### config.mk
export PLATFORM = sky130hd
export DESIGN_NAME = seven_seg_scan
export DESIGN_NICKNAME = d
export VERILOG_FILES = /design/src/rtl/seven_seg_scan.sv
export SDC_FILE = /design/constraint.sdc
export NUM_CORES = 1
export LEC_CHECK = 0
export CAP_MARGIN = 20
export CORE_MARGIN = 2
export CORE_UTILIZATION = 29
export DETAILED_ROUTE_END_ITERATION = 16
export GPL_ROUTABILITY_DRIVEN = 0
export GPL_TIMING_DRIVEN = 1
export PLACE_DENSITY_LB_ADDON = 0.08
export RECOVER_POWER = 25
export SYNTH_ARGS = -nofsm -noshare
export SYNTH_HDL_FRONTEND = slang
export SYNTH_SLANG_ARGS = --single-unit
### constraint.sdc
create_clock -name clk -period 3.15 [get_ports clk]
set_input_delay 0.4725 -clock clk [delete_from_list [all_inputs] [get_ports clk]]
set_output_delay 0.4725 -clock clk [all_outputs]
set_load 0.01 [all_outputs]
### src/rtl/seven_seg_scan.sv
// rtl/seven_seg_scan.sv - four-digit common-anode 7-segment scanner with frame-latched mm:ss and alarm blink
module seven_seg_scan #(
  parameter int SCAN_DIV     = 100000,
  parameter int BLINK_FRAMES = 125,
  parameter int LZ_BLANK     = 1
) (
  input  logic        clk,
  input  logic        rst,
  input  logic [15:0] times,
  input  logic [15:0] time_out,
  output logic [3:0]  an,
  output logic [6:0]  seg,
  output logic        dp,
  output logic        frame_tick
);

  localparam int PW = $clog2(SCAN_DIV);
  localparam int BW = $clog2(BLINK_FRAMES) + 1;
  localparam logic [PW-1:0] PS_LAST    = PW'(SCAN_DIV - 1);
  localparam logic [BW-1:0] BLINK_LAST = BW'(BLINK_FRAMES - 1);

  typedef enum logic {NORMAL, ALARM} state_t;

  state_t        state, state_n;
  logic [PW-1:0] prescaler;
  logic [1:0]    idx, idx_n;
  logic [15:0]   disp_val, disp_n;
  logic          alarm_lat, alarm_n;
  logic [BW-1:0] blink_cnt, blink_n;
  logic          phase_on, phase_n;
  logic          tick, boundary;
  logic [3:0]    nib;
  logic [3:0]    an_n;
  logic [6:0]    seg_n;
  logic          dp_n;

  function automatic logic [6:0] decode(input logic [3:0] d);
    case (d)
      4'd0:    decode = 7'b1000000;
      4'd1:    decode = 7'b1111001;
      4'd2:    decode = 7'b0100100;
      4'd3:    decode = 7'b0110000;
      4'd4:    decode = 7'b0011001;
      4'd5:    decode = 7'b0010010;
      4'd6:    decode = 7'b0000010;
      4'd7:    decode = 7'b1111000;
      4'd8:    decode = 7'b0000000;
      4'd9:    decode = 7'b0010000;
      default: decode = 7'b0111111;
    endcase
  endfunction

  // Everything below is the value the registers take on the next tick, so the
  // outputs are decoded from the new digit, new sample and new blink phase.
  always_comb begin
    tick     = (prescaler == PS_LAST);
    boundary = tick && (idx == 2'd3);
    idx_n    = idx + 2'd1;
    disp_n   = boundary ? times : disp_val;
    alarm_n  = boundary ? (|time_out) : alarm_lat;
    state_n  = state;
    blink_n  = blink_cnt;
    phase_n  = phase_on;
    if (boundary) begin
      case (state)
        NORMAL: begin
          if (alarm_n) begin
            state_n = ALARM;
            blink_n = '0;
            phase_n = 1'b1;
          end
        end
        default: begin
          if (!alarm_n) begin
            state_n = NORMAL;
            blink_n = '0;
            phase_n = 1'b1;
          end else if (blink_cnt == BLINK_LAST) begin
            blink_n = '0;
            phase_n = !phase_on;
          end else begin
            blink_n = blink_cnt + BW'(1);
          end
        end
      endcase
    end

    nib   = disp_n[{idx_n, 2'b00} +: 4];
    an_n  = ~(4'b0001 << idx_n);
    seg_n = decode(nib);
    dp_n  = (idx_n != 2'd2);
    if ((LZ_BLANK != 0) && (idx_n == 2'd3) && (nib == 4'd0)) begin
      seg_n = 7'h7F;
    end
    if (!phase_n) begin
      an_n = 4'b1111;
      dp_n = 1'b1;
    end
  end

  always_ff @(posedge clk) begin
    if (!rst) begin
      prescaler  <= '0;
      idx        <= 2'd0;
      disp_val   <= 16'h0000;
      alarm_lat  <= 1'b0;
      state      <= NORMAL;
      blink_cnt  <= '0;
      phase_on   <= 1'b1;
      an         <= 4'b1111;
      seg        <= 7'h7F;
      dp         <= 1'b1;
      frame_tick <= 1'b0;
    end else begin
      frame_tick <= boundary;
      prescaler  <= tick ? '0 : prescaler + PW'(1);
      if (tick) begin
        idx       <= idx_n;
        disp_val  <= disp_n;
        alarm_lat <= alarm_n;
        state     <= state_n;
        blink_cnt <= blink_n;
        phase_on  <= phase_n;
        an        <= an_n;
        seg       <= seg_n;
        dp        <= dp_n;
      end
    end
  end

endmodule
==> flow_summary.json <==
{
  "status": "finished clean",
  "cp-end-kind": "register",
  "p_leak_nw": 1.41,
  "path_max_fanout": 6,
  "whs_path_depth": 2,
  "syn_inst": 302,
  "drive_gt1_frac": 0.221,
  "power.density_nw_per_um2": 365,
  "hp-class": "reg -> reg",
  "grt_overflow": 0,
  "crit_path_end": "seg[4]",
  "clkSlewWorstSetupHoldPaths_ns": 0.08,
  "period_share": 0.986,
  "syn-num-nets": 349,
  "antenna_found_initial": 0,
  "dp_hpwl_um": 5070,
  "crit_path_start": "prescaler[14]",
  "drc": 0,
  "rr_startpoint": "prescaler[14]",
  "reg2regPathDepth": 10,
  "viasPerCell": 4.44,
  "critPathLaunchType": "register",
  "synth_area_um2": 2860,
  "ant_nets": 0,
  "critPathTopFamily": "simple AND/OR/NAND/NOR gates",
  "crit_type": "reg -> reg",
  "ios": 47,
  "h-tree-depth": 3,
  "cp.depth": 10,
  "row_count": 36,
  "netlist-cell-type-count": 47,
  "die_w_um": 103,
  "vias": 2300,
  "dieArea_um2": 10700,
  "r2r_slack_ns": 0.04,
  "holdWs_ns": 0.477,
  "synth_edf_count": 0,
  "hold_violations": 0,
  "numPortBuffers": 46,
  "synth_area_per_cell_um2": 9.48,
  "antennaDiodeCount": 0,
  "peakVddDrop_uv": 172,
  "drtIter0Drc": 84,
  "finalNetCount": 427,
  "worst_pin_slew_ns": 0.464,
  "r2r_end": "seg[4]",
  "drv_cap": 0,
  "grt_pass1_wl_um": 11400,
  "start_util": 0.296,
  "cts_sinks": 58,
  "wire_per_inst_um": 13.1,
  "core_area_um2": 9680,
  "yosysWarnings": 0,
  "cts.hold.buffers_added": 0,
  "ys_seq_area_frac": 0.406,
  "worstPathRequired_ns": 3.36,
  "track_usage": 0.141,
  "clock_latency_ns": 0.34,
  "max_freq_mhz": 322,
  "setup_violations": 0,
  "async_flop_share": 0,
  "grt_pass1_vias": 2346,
  "clk_root_buffer_cell": "clkbuf_8",
  "cts_tree": "yes",
  "ys_ff_latch": 58,
  "grt_max_degree": 29,
  "worst_slew_margin_rel": 0.689,
  "arrival_ns": 3.32,
  "cp_slowest_cell": "or4bb_4",
  "fin_skew_ns": 0.00963,
  "drtPass1Iterations": 4,
  "numCtsBuffers": 9,
  "area_delta_synth_final_pct": 36.8,
  "cts_max_path_buffers": 2,
  "period_minus_slack_ns": 3.11,
  "dieHeight_um": 103,
  "ys.flop_type": "dfxtp_1",
  "path_cells": "or4bb_4, nor4_4, and2_4, mux2i_2, mux4_2, ha_4, and2_4, or3b_4, a211oi_2, o21ai_1",
  "critPathBufInv": 0,
  "max_stage_delay_ns": 0.54,
  "post-route-cell-area_um2": 3920,
  "fin_util": 0.404,
  "grt_setup_unrepaired": "yes",
  "crit_top_cell": "and2_4",
  "wl_um": 6800,
  "drv_slew": 0,
  "postPlaceCellArea_um2": 3650
}
## cells in the final DEF, fill, tap and decap left out, types with 7 or more instances in the layout
cell	count
xnor2_1	8
clkbuf_8	9
clkdlybuf4s50_1	33
inv_1	9
nand3_1	14
a21oi_1	7
buf_4	30
ha_1	11
nand2_1	21
mux2i_1	13
dfxtp_1	52
dlygate4sd3_1	13
nor2_1	43
xor2_1	11
nor2b_1	13
## worst min-delay path by stage
stage	end	from	slack [ns]
after floorplan	prescaler[0]	prescaler[0]	0.41
after global placement	seg[6]	seg[6]	0.46
after detailed placement	seg[6]	seg[6]	0.46
after CTS	seg[6]	seg[6]	0.48
after global routing	seg[6]	seg[6]	0.51
final	seg[6]	seg[6]	0.48
## synth_stat cells (all sizes together) (2+ instances only)
library cell | count | area (um2)
a21boi | 5 | 37.5
a21oi | 12 | 78.8
a41oi | 2 | 17.5
and2 | 5 | 31.3
and2b | 3 | 22.5
and3 | 3 | 18.8
buf | 6 | 73.8
clkbuf | 5 | 18.8
dfxtp | 58 | 1160
ha | 13 | 163
inv | 10 | 37.5
mux2 | 3 | 33.8
mux2i | 16 | 160
mux4 | 5 | 120
nand2 | 22 | 82.6
nand2b | 3 | 18.8
nand3 | 14 | 70.1
nand4 | 4 | 25.0
nand4b | 2 | 17.5
nor2 | 43 | 161
nor2b | 13 | 81.3
nor3 | 2 | 10.0
nor3b | 2 | 15.0
nor4 | 8 | 62.6
o21ai | 5 | 25.0
or3 | 3 | 18.8
or4 | 4 | 30.0
or4bb | 2 | 22.5
xnor2 | 8 | 70.1
xor2 | 11 | 96.3
## worst reg2reg max path: cells and delay by family (launching register included)
| family | cells | cell delay (ns) |
|---|---|---|
| DFF | 1 | 0.32 |
| muxes | 2 | 0.62 |
| adders and majority gates | 1 | 0.19 |
| and+or+nand+nor | 5 | 1.61 |
| AOI/OAI and AO/OA | 2 | 0.25 |
## power by group
| group | internal, mW | switching, mW | leakage, nW |
|---|---|---|---|
| combinational | 0.0484 | 0.0241 | 0.854 |
| sequential | 0.736 | 0.00213 | 0.471 |
| clock | 0.290 | 0.328 | 0.0858 |
| total | 1.07 | 0.354 | 1.41 |
## sequential cells by signal (all words and copies together), names as in the netlist
| signal | cells |
|---|---|
| blink_cnt | 8 |
| phase_on | 1 |
| disp_val | 16 |
| idx | 2 |
| seg | 7 |
| frame_tick | 1 |
| dp | 1 |
| an | 3 |
| alarm_lat | 1 |
| state | 1 |
| prescaler | 17 |
## logic make-up after synthesis
| group | Yosys count | synth area share |
|---|---|---|
| and+or+nand+nor | 136 | 0.248 |
| DFF | 58 | 0.406 |
| AOI/OAI and AO/OA | 31 | 0.0761 |
| muxes | 24 | 0.110 |
| buffers and inverters | 21 | 0.0455 |
| xor gates and xnor gates | 19 | 0.0581 |
| adders and majority gates | 13 | 0.0568 |
## per-layer routing
| metal | track usage | part of all wire | vias to the layer above |
|---|---|---|---|
| met5 | 0 | 0 | - |
| met4 | 0.0496 | 0.016 | 0 |
| met3 | 0.0437 | 0.032 | 9 |
| met2 | 0.235 | 0.48 | 27 |
| met1 | 0.171 | 0.47 | 1068 |
| li1 | - | - | 1196 |
## stage by stage
stage | worst slack (ns) | instances | TNS (ns) | power, mW
3_3_place_gp | -0.0435 | 497 | -0.0946 | 0.829
4_1_cts | 0.0283 | 516 | 0 | 1.46
2_1_floorplan | -0.140 | 302 | -0.140 | 0.774
5_1_grt | -0.0759 | 518 | -0.434 | 1.50
3_5_place_dp | -0.0835 | 497 | -0.386 | 0.829
6_report | 0.0427 | 518 | 0 | 1.43
## cell type report
class	instances	area, um2
multi-input combinational	223	1640
tap	133	166
clock buffer	9	124
fill	986	5770
sequential	58	1170
clock inverter	7	55.1
inverter	10	40.0
timing repair buffer	78	726
## what timing repair did
item                                    4_1_cts  5_1_grt
resized for setup                             9        7
setup buffers                                 4        2
gates cloned                                  0        0
endpoints found under the setup margin        6        7
pin swaps                                     7        6
(Power assumes the default switching activity.)
